===== config.mk =====
export PLATFORM = sky130hd
export DESIGN_NAME = generador_vectores_xy_flat
export DESIGN_NICKNAME = d
export VERILOG_FILES = /design/src/rtl/generador_vectores_xy_if.sv /design/src/rtl/generador_vectores_xy.sv /design/src/flat_wrapper.sv
export SDC_FILE = /design/constraint.sdc
export NUM_CORES = 1
export LEC_CHECK = 0
export CAP_MARGIN = 20
export CORE_ASPECT_RATIO = 1.1
export CORE_MARGIN = 3
export CORE_UTILIZATION = 45
export CTS_BUF_LIST = sky130_fd_sc_hd__clkbuf_4 sky130_fd_sc_hd__clkbuf_8
export CTS_CLUSTER_SIZE = 20
export DETAILED_ROUTE_END_ITERATION = 10
export PLACE_DENSITY_LB_ADDON = 0.12
export REMOVE_ABC_BUFFERS = 1
export SETUP_SLACK_MARGIN = 0.02
export SLEW_MARGIN = 20
export SYNTH_ARGS = -nofsm -noshare
export SYNTH_HDL_FRONTEND = slang
export SYNTH_SLANG_ARGS = --single-unit

===== constraint.sdc =====
create_clock -name clk -period 1.85 [get_ports clk]
set_input_delay 0.37 -clock clk [delete_from_list [all_inputs] [get_ports clk]]
set_output_delay 0.37 -clock clk [all_outputs]
set_load 0.05 [all_outputs]

===== src/rtl/generador_vectores_xy_if.sv =====
// Control/observation bundle between a sequencing controller and the X/Y
// stimulus generator that feeds the two-input gate block.
interface generador_vectores_xy_if;
  logic       start;
  logic       stop;
  logic       modo;
  logic       X;
  logic       Y;
  logic       valid;
  logic       nuevo;
  logic [1:0] vec_idx;
  logic       busy;
  logic       done;
  logic [7:0] pasadas;

  modport master (
    output start, stop, modo,
    input  X, Y, valid, nuevo, vec_idx, busy, done, pasadas
  );

  modport slave (
    input  start, stop, modo,
    output X, Y, valid, nuevo, vec_idx, busy, done, pasadas
  );
endinterface


===== src/rtl/generador_vectores_xy.sv =====
// Sweeps the four (X,Y) operand pairs in binary or Gray order, holding each
// for HOLD_CYCLES cycles, for N_PASADAS sweeps (0 = until stop).
module generador_vectores_xy #(
  parameter int HOLD_CYCLES = 10,
  parameter int N_PASADAS   = 1,
  parameter int CW          = 8
) (
  input  logic                  clk,
  input  logic                  rst,
  generador_vectores_xy_if.slave bus
);

  typedef enum logic [1:0] {IDLE, RUN, DONE} state_t;

  localparam logic [CW-1:0] HMAX = CW'(HOLD_CYCLES - 1);
  localparam logic [7:0]    NP   = 8'(N_PASADAS);

  state_t        st, st_n;
  logic [CW-1:0] cnt, cnt_n;
  logic [1:0]    idx, idx_n, nv;
  logic [7:0]    pas, pas_n, pas_inc;
  logic          x_q, x_n, y_q, y_n;
  logic          vld, vld_n, nuevo_q, nuevo_n;
  logic          busy_q, busy_n, done_q, done_n;
  logic          modo_q, modo_n;

  // Returns {Y,X} for sweep index i; g selects Gray order.
  function automatic logic [1:0] vec_of(input logic [1:0] i, input logic g);
    return g ? (i ^ {1'b0, i[1]}) : i;
  endfunction

  always_ff @(posedge clk) begin
    if (rst) begin
      st      <= IDLE;
      cnt     <= '0;
      idx     <= '0;
      pas     <= '0;
      x_q     <= 1'b0;
      y_q     <= 1'b0;
      vld     <= 1'b0;
      nuevo_q <= 1'b0;
      busy_q  <= 1'b0;
      done_q  <= 1'b0;
      modo_q  <= 1'b0;
    end else begin
      st      <= st_n;
      cnt     <= cnt_n;
      idx     <= idx_n;
      pas     <= pas_n;
      x_q     <= x_n;
      y_q     <= y_n;
      vld     <= vld_n;
      nuevo_q <= nuevo_n;
      busy_q  <= busy_n;
      done_q  <= done_n;
      modo_q  <= modo_n;
    end
  end

  always_comb begin
    st_n    = st;
    cnt_n   = cnt;
    idx_n   = idx;
    pas_n   = pas;
    x_n     = x_q;
    y_n     = y_q;
    vld_n   = vld;
    busy_n  = busy_q;
    modo_n  = modo_q;
    nuevo_n = 1'b0;
    done_n  = 1'b0;
    pas_inc = pas + 8'd1;
    nv      = vec_of(idx + 2'd1, modo_q);
    case (st)
      IDLE: begin
        x_n    = 1'b0;
        y_n    = 1'b0;
        vld_n  = 1'b0;
        busy_n = 1'b0;
        idx_n  = '0;
        cnt_n  = '0;
        // Vector 0 is (0,0) in both orders, so X/Y stay low on entry.
        if (bus.start && !bus.stop) begin
          st_n    = RUN;
          modo_n  = bus.modo;
          vld_n   = 1'b1;
          nuevo_n = 1'b1;
          busy_n  = 1'b1;
          pas_n   = '0;
        end
      end
      RUN: begin
        if (bus.stop) begin
          st_n   = IDLE;
          vld_n  = 1'b0;
          busy_n = 1'b0;
          x_n    = 1'b0;
          y_n    = 1'b0;
          idx_n  = '0;
          cnt_n  = '0;
        end else if (cnt == HMAX) begin
          cnt_n      = '0;
          idx_n      = idx + 2'd1;
          {y_n, x_n} = nv;
          nuevo_n    = 1'b1;
          if (idx == 2'd3) begin
            pas_n = pas_inc;
            if (NP != 8'd0 && pas_inc == NP) begin
              st_n    = DONE;
              done_n  = 1'b1;
              busy_n  = 1'b0;
              vld_n   = 1'b0;
              nuevo_n = 1'b0;
              x_n     = 1'b0;
              y_n     = 1'b0;
              idx_n   = '0;
            end
          end
        end else begin
          cnt_n = cnt + 1'b1;
        end
      end
      DONE: begin
        st_n = IDLE;
      end
      default: st_n = IDLE;
    endcase
  end

  assign bus.X       = x_q;
  assign bus.Y       = y_q;
  assign bus.valid   = vld;
  assign bus.nuevo   = nuevo_q;
  assign bus.vec_idx = idx;
  assign bus.busy    = busy_q;
  assign bus.done    = done_q;
  assign bus.pasadas = pas;

endmodule


===== src/flat_wrapper.sv =====
// flat-port wrapper written by rule: the top's interface ports become plain ports
module generador_vectores_xy_flat 
#(
  parameter int HOLD_CYCLES = 10,
  parameter int N_PASADAS   = 1,
  parameter int CW          = 8
)
  (clk, rst, bus_start, bus_stop, bus_modo, bus_X, bus_Y, bus_valid, bus_nuevo, bus_vec_idx, bus_busy, bus_done, bus_pasadas);
  generador_vectores_xy_if bus_i ();
  input  logic clk;
  input  logic rst;
  input wire logic [$bits(bus_i.start)-1:0] bus_start;
  input wire logic [$bits(bus_i.stop)-1:0] bus_stop;
  input wire logic [$bits(bus_i.modo)-1:0] bus_modo;
  output wire logic [$bits(bus_i.X)-1:0] bus_X;
  output wire logic [$bits(bus_i.Y)-1:0] bus_Y;
  output wire logic [$bits(bus_i.valid)-1:0] bus_valid;
  output wire logic [$bits(bus_i.nuevo)-1:0] bus_nuevo;
  output wire logic [$bits(bus_i.vec_idx)-1:0] bus_vec_idx;
  output wire logic [$bits(bus_i.busy)-1:0] bus_busy;
  output wire logic [$bits(bus_i.done)-1:0] bus_done;
  output wire logic [$bits(bus_i.pasadas)-1:0] bus_pasadas;
  assign bus_i.start = bus_start;
  assign bus_i.stop = bus_stop;
  assign bus_i.modo = bus_modo;
  assign bus_X = bus_i.X;
  assign bus_Y = bus_i.Y;
  assign bus_valid = bus_i.valid;
  assign bus_nuevo = bus_i.nuevo;
  assign bus_vec_idx = bus_i.vec_idx;
  assign bus_busy = bus_i.busy;
  assign bus_done = bus_i.done;
  assign bus_pasadas = bus_i.pasadas;
  generador_vectores_xy #(.HOLD_CYCLES(HOLD_CYCLES), .N_PASADAS(N_PASADAS), .CW(CW)) u_core (.clk(clk), .rst(rst), .bus(bus_i));
endmodule

==> impl_metrics.csv, run 1 <==
group,metric,value,unit
power,combPwrFrac,0.091,
grt,grt-ovfl-total,0,
worst_setup_path,path_depth,6,
grt,grt.total_usage,0.1727,
logic_synthesis,synthSimpleGateAreaFrac,0.3128,
logic_synthesis,synth_edf_count,0,
sta,rsz0062_at_grt,"no",
logic_synthesis,ys.flop_type,"dfxtp_1",
route,ant_nets,0,
clock_tree,clock_latency,320,ps
worst_setup_path,arrival,2050,ps
cells_and_area,fin_nets,200,
floorplan,core_area,2803,µm²
worst_setup_path,cp.required,2130,ps
status,run_status,"completed",
logic_synthesis,synthAdderAreaFrac,0.04669,
sta,fmax,565.3,MHz
power,internal_power,660.0,µW
route,routed-via-count,1214,
cells_and_area,insertedDiodeCount,0,
cells_and_area,mostFrequentLayoutCells,"37 x buf_4, 20 x nor2_1, 20 x dfxtp_1, 12 x a21oi_1, 8 x o21ai_1",
logic_synthesis,synth_cell_type_count,40,
power,power.leakage,0.0007181,µW
cells_and_area,drive_gt1_frac,0.3175,
worst_setup_path,crit_type,"reg2reg",
place,dp_hpwl,2261,µm
floorplan,num_rows,20,
logic_synthesis,synth_mux_area_frac,0.02241,
power,switching_share,0.2482,
worst_setup_path,crit_path_max_incr_delay,370,ps
sta,finalClockSkew,2.127,ps
clock_tree,root_buffer,"clkbuf_4",
worst_setup_path,crit_buf_inv,1,
place,place_congestion,0.7565,
grt,met1_usage,0.2207,
sta,final_max_slew_viol_count,0,
floorplan,io_pins,21,
worst_setup_path,crit_family,"simple AND/OR/NAND/NOR gates",
logic_synthesis,yosys.area_share.xor_xnor,0.04575,
logic_synthesis,synth_seq_cells,25,
grt,grt_antenna_before_repair,0,
sta,worst_pin_slew,499.9,ps
logic_synthesis,synth_area_per_cell,8.874,µm²
logic_synthesis,synth_compound_area_frac,0.1457,
grt,top_usage_layer,"met2",
grt,grt_pass1_vias,1142,
worst_hold_path,whs_path_depth,2,
logic_synthesis,synth_area,1340,µm²
logic_synthesis,synth_top_cell_area_share,0.3735,
floorplan,fp.dieW,58.03,µm
worst_setup_path,crit_chain,"and2_1, and4_2, mux2i_2, a2111oi_4, buf_4, and3_1",
route,drc,0,
grt,grt_first_pass_wirelength,5023,µm
clock_tree,clk_pin_slew,140,ps
sta,slew_headroom,0.6662,
worst_setup_path,cp_max_fo,5,
clock_tree,cts_num_sinks,25,
floorplan,die_area,3670,µm²
place,portBuffers,20,
logic_synthesis,synth_cells,151,
route,drt_wl_total,3069,µm
sta,finalHoldViolCount,0,
clock_tree,cts_buffers,3,
logic_synthesis,yosysSeqAreaShare,0.3735,
power,p_seq_frac,0.621,
clock_tree,clock_path_buffers,2,
sta,hold-worst-slack,527.7,ps
cells_and_area,multiInputGateArea,808.3,µm²
grt,gr-usage-met3,0.02459,
route,vias_per_cell,5.468,
route,wl_per_cell,13.82,µm
logic_synthesis,synth_top_area_cell,"dfxtp_1",
worst_setup_path,crit_path_end_kind,"register",
logic_synthesis,ys_async_sr_fraction,0,
clock_tree,cts.htree.levels,1,
floorplan,fp.dieH,63.24,µm
sta,setup_viol,0,
route,drtIter0Drc,60,
job,cap_violations,0,
sta,fin_tns_setup,0,ps
worst_setup_path,cp-start-kind,"register",
worst_setup_path,reg2regPathDepth,6,
sta,period_share,0.9562,
logic_synthesis,yosys_warnings,0,
cells_and_area,seqCellArea,506.7,µm²
power,p_clk_frac,0.288,
cells_and_area,layout_commonest_cell,"buf_4",
floorplan,start_util,0.4781,
logic_synthesis,synth_area_leaders,"dfxtp_1 37%, nor2_1 5.6%, ha_1 4.7%",
power,p_switching,217.9,µW
worst_setup_path,crit_path_top_delay_cell,"dfxtp_2",
power,p_per_area,506.2,nW/µm²
route,dr.pass1.iters,4,
cells_and_area,synthToLayoutAreaGrowth,29.41,%
worst_hold_path,hold_class,"reg2reg",
grt,grt_max_degree,15,
sta,final.min_clock_period,1769,ps
logic_synthesis,synth_top_family_by_area,"simple AND/OR/NAND/NOR gates",
clock_tree,cts_tree,"yes",
grt,met2_usage,0.2881,
power,ir_worst_vdd,429.9,µV
cells_and_area,fill_cells,263,
-- sequential cells by signal (all words and copies together), names as in the netlist --
register            cells
u_core.bus.done         1
u_core.bus.pasadas      8
u_core.bus.vec_idx      1
u_core.bus.nuevo        1
u_core.st               2
u_core.cnt              8
u_core.bus.X            1
u_core.bus.Y            1
u_core.modo_q           1
u_core.bus.busy         1
-- layer usage --
metal	up-vias	part of all wire	routed length, µm
met5	-	0	0
met2	22	0.49	1515
met4	0	0.010	31
met3	4	0.029	88
met1	569	0.47	1433
li1	619	-	-
-- metrics by stage --
step                      power (µW)  area (µm²)  instances  utilization  setup slack [ps]
after CTS                      878.9        1683        220       0.6004             22.68
after global routing           907.3        1734        222       0.6188             16.27
after floorplan                592.7        1280        142            -            -791.2
final                          877.8        1734        222       0.6188             81.05
after global placement         634.8        1629        214       0.5813            -211.5
after detailed placement       636.2        1629        214       0.5813            -249.7
-- final timing paths --
| kind | from | to | slack, ps |
|---|---|---|---|
| min | u_core.bus.X | u_core.bus.X | 530 |
| max reg2reg | u_core.bus.pasadas[1] | u_core.bus.done | 80 |
| min reg2reg | u_core.bus.X | u_core.bus.X | 530 |
| max | u_core.bus.pasadas[1] | u_core.bus.done | 80 |
-- timing repair --
action,in CTS,in global routing
endpoints found under the setup margin,4,9
buffers inserted,2,2
gates resized for setup,7,10
pin swaps,3,3
hold buffers,0,0
-- final cells by class --
class | instances | area share
Clock buffer | 3 | 0.01299
Clock inverter | 1 | 0.002886
Tap cell | 33 | 0.02381
Timing Repair Buffer | 43 | 0.1955
Sequential cell | 25 | 0.2922
Multi-Input combinational cell | 114 | 0.4661
Inverter | 3 | 0.006494
-- power by group through the flow --
stage	registers [µW]	clock network [µW]	logic, µW
2_1_floorplan	569	0	24.2
3_3_place_gp	557	0	77.6
3_5_place_dp	557	0	78.8
4_1_cts	546	255	78.8
5_1_grt	546	275	85.4
6_report	545	253	79.8
-- cells in the mapped netlist (2+ instances only) --
| master | instances |
|---|---|
| a21oi_1 | 12 |
| a31oi_1 | 3 |
| a32oi_1 | 2 |
| and3_1 | 5 |
| and4_1 | 2 |
| buf_2 | 3 |
| buf_4 | 4 |
| dfxtp_1 | 25 |
| ha_1 | 5 |
| inv_1 | 3 |
| mux2i_1 | 3 |
| nand2_1 | 7 |
| nand2b_1 | 3 |
| nand3_1 | 4 |
| nand3b_1 | 5 |
| nand4_1 | 3 |
| nand4b_1 | 4 |
| nor2_1 | 20 |
| nor3_1 | 3 |
| nor4b_4 | 2 |
| o21ai_0 | 2 |
| o21ai_1 | 8 |
| xnor2_1 | 2 |
| xor2_1 | 5 |
-- worst min-delay path, stage by stage (launching register included) --
cell and delay [ps]:
dfxtp_1 360, a32oi_1 60, nor2_1 80
-- cells by family after synthesis --
logic type	count (synthesis)
AOI/OAI and AO/OA	31
xor gates and xnor gates	7
adders and majority gates	5
buffers and inverters	12
DFF	25
muxes	3
and+or+nand+nor	68
Note: power is estimated with default switching activity, not from simulation.
==> run 2, diff against run 1 <==
--- a/config.mk
+++ b/config.mk
@@ -12,7 +12,7 @@
 export CTS_BUF_LIST = sky130_fd_sc_hd__clkbuf_4 sky130_fd_sc_hd__clkbuf_8
 export CTS_CLUSTER_SIZE = 20
 export DETAILED_ROUTE_END_ITERATION = 10
-export PLACE_DENSITY_LB_ADDON = 0.12
+export PLACE_DENSITY = 0.71
 export REMOVE_ABC_BUFFERS = 1
 export SETUP_SLACK_MARGIN = 0.02
 export SLEW_MARGIN = 20
==> impl_metrics.csv, run 2 (synthesis results as in run 1) <==
group,metric,value,unit
cells_and_area,synthToLayoutAreaGrowth,25.21,%
grt,grt_pass1_vias,1129,
route,dr.pass1.iters,4,
route,drtIter0Drc,37,
cells_and_area,fill_cells,252,
place,portBuffers,20,
cells_and_area,utilization,0.5987,
grt,grt-ovfl-total,0,
sta,rsz0062_at_grt,"yes",
clock_tree,clk_pin_slew,150,ps
sta,final.min_clock_period,1762,ps
route,drt_wl_total,2934,µm
route,routed-via-count,1192,
grt,top_usage_layer,"met2",
grt,gr-usage-met3,0.03279,
power,p_per_area,525.3,nW/µm²
power,power.leakage,0.0006680,µW
sta,finalHoldViolCount,0,
sta,final_max_slew_viol_count,0,
sta,setup_viol,0,
worst_setup_path,cp-start-kind,"register",
worst_hold_path,whs_path_depth,2,
clock_tree,hold_buffers,0,
floorplan,num_rows,20,
clock_tree,cts_buffers,3,
clock_tree,clock_latency,330,ps
worst_setup_path,cp.required,2140,ps
floorplan,io_pins,21,
worst_setup_path,arrival,2050,ps
grt,grt_antenna_before_repair,0,
job,cap_violations,0,
clock_tree,cts_tree,"yes",
floorplan,fp.dieW,58.03,µm
sta,slew_headroom,0.6790,
cells_and_area,mostFrequentLayoutCells,"31 x buf_4, 20 x nor2_1, 20 x dfxtp_1, 12 x a21oi_1, 8 x o21ai_1",
sta,fin_tns_setup,0,ps
clock_tree,cts_num_sinks,25,
route,wl_per_cell,13.58,µm
floorplan,start_util,0.4781,
clock_tree,clock_path_buffers,2,
place,numPlacedInstances,210,
cells_and_area,stdcell_count,216,
sta,period_share,0.9525,
cells_and_area,fin_nets,194,
worst_setup_path,crit_type,"reg2reg",
grt,met1_usage,0.1995,
route,ant_nets,0,
sta,fmax,567.5,MHz
sta,worst_pin_slew,483.5,ps
place,dp_hpwl,2181,µm
route,vias_per_cell,5.519,
cells_and_area,insertedDiodeCount,0,
clock_tree,cts.htree.levels,1,
power,p_total,881.4,µW
place,place_congestion,0.8315,
sta,finalClockSkew,12.42,ps
cells_and_area,layout_commonest_cell,"buf_4",
grt,grt_max_degree,16,
floorplan,die_area,3670,µm²
worst_setup_path,cp_max_fo,6,
grt,grt.total_usage,0.1678,
worst_hold_path,hold_class,"reg2reg",
floorplan,core_area,2803,µm²
worst_setup_path,crit_path_end_kind,"register",
worst_setup_path,reg2regPathDepth,6,
grt,met2_usage,0.2825,
sta,finalWorstSetupSlack,87.82,ps
place,place_ws,-264.5,ps
power,ir_worst_vdd,451.3,µV
cells_and_area,drive_gt1_frac,0.2678,
status,run_status,"completed",
grt,grt_first_pass_wirelength,4885,µm
route,drc,0,
clock_tree,root_buffer,"clkbuf_4",
floorplan,fp.dieH,63.24,µm
==> run 2: metal layers <==
| metal | part of all wire | wire length [µm] |
|---|---|---|
| met4 | 0.016 | 46 |
| met1 | 0.47 | 1377 |
| met3 | 0.034 | 100 |
| met5 | 0 | 0 |
| met2 | 0.48 | 1409 |
==> run 2: worst max-delay path: stages, from the launching register on <==
cell and delay [ps]:
dfxtp_4 380, ha_1 210, buf_4 150, nor3_1 170, a31oi_1 110, a2111oi_4 500, and3_1 220
==> run 2: final timing paths <==
path | from | endpoint | slack [ps]
max | u_core.bus.pasadas[0] | u_core.st[1] | 90
min | u_core.bus.pasadas[1] | u_core.bus.pasadas[1] | 510
max reg2reg | u_core.bus.pasadas[0] | u_core.st[1] | 90
min reg2reg | u_core.bus.pasadas[1] | u_core.bus.pasadas[1] | 510
==> run 2: through the flow <==
| stage | hold WS [ps] | cell area, µm² |
|---|---|---|
| floorplan | 439.1 | 1280 |
| global placement | 478.3 | 1599 |
| detailed placement | 501.6 | 1599 |
| CTS | 507.8 | 1649 |
| global route | 542.9 | 1678 |
| finish | 509.0 | 1678 |
==> run 2: area by class of cell <==
cell class,count,area (µm²),share of cell area
tap,33,41.29,0.02461
timing repair buffer,37,290.3,0.1730
clock inverter,1,7.507,0.004474
multi-input combinational,114,795.8,0.4743
sequential,25,509.2,0.3035
inverter,3,11.26,0.006711
clock buffer,3,22.52,0.01342
==> run 2: timing repair <==
item	in CTS	in global routing
setup endpoints to repair	5	8
resized for setup	9	5
buffers inserted	0	2
pin swaps	3	6
==> run 2: power by group <==
part	total [µW]	internal [µW]	switching (µW)	leakage, µW
combinational	77.6	34.8	42.8	0.000449
sequential	545	541	3.24	0.000205
clock	259	82.7	176	0.0000139
total	881	659	222	0.000668
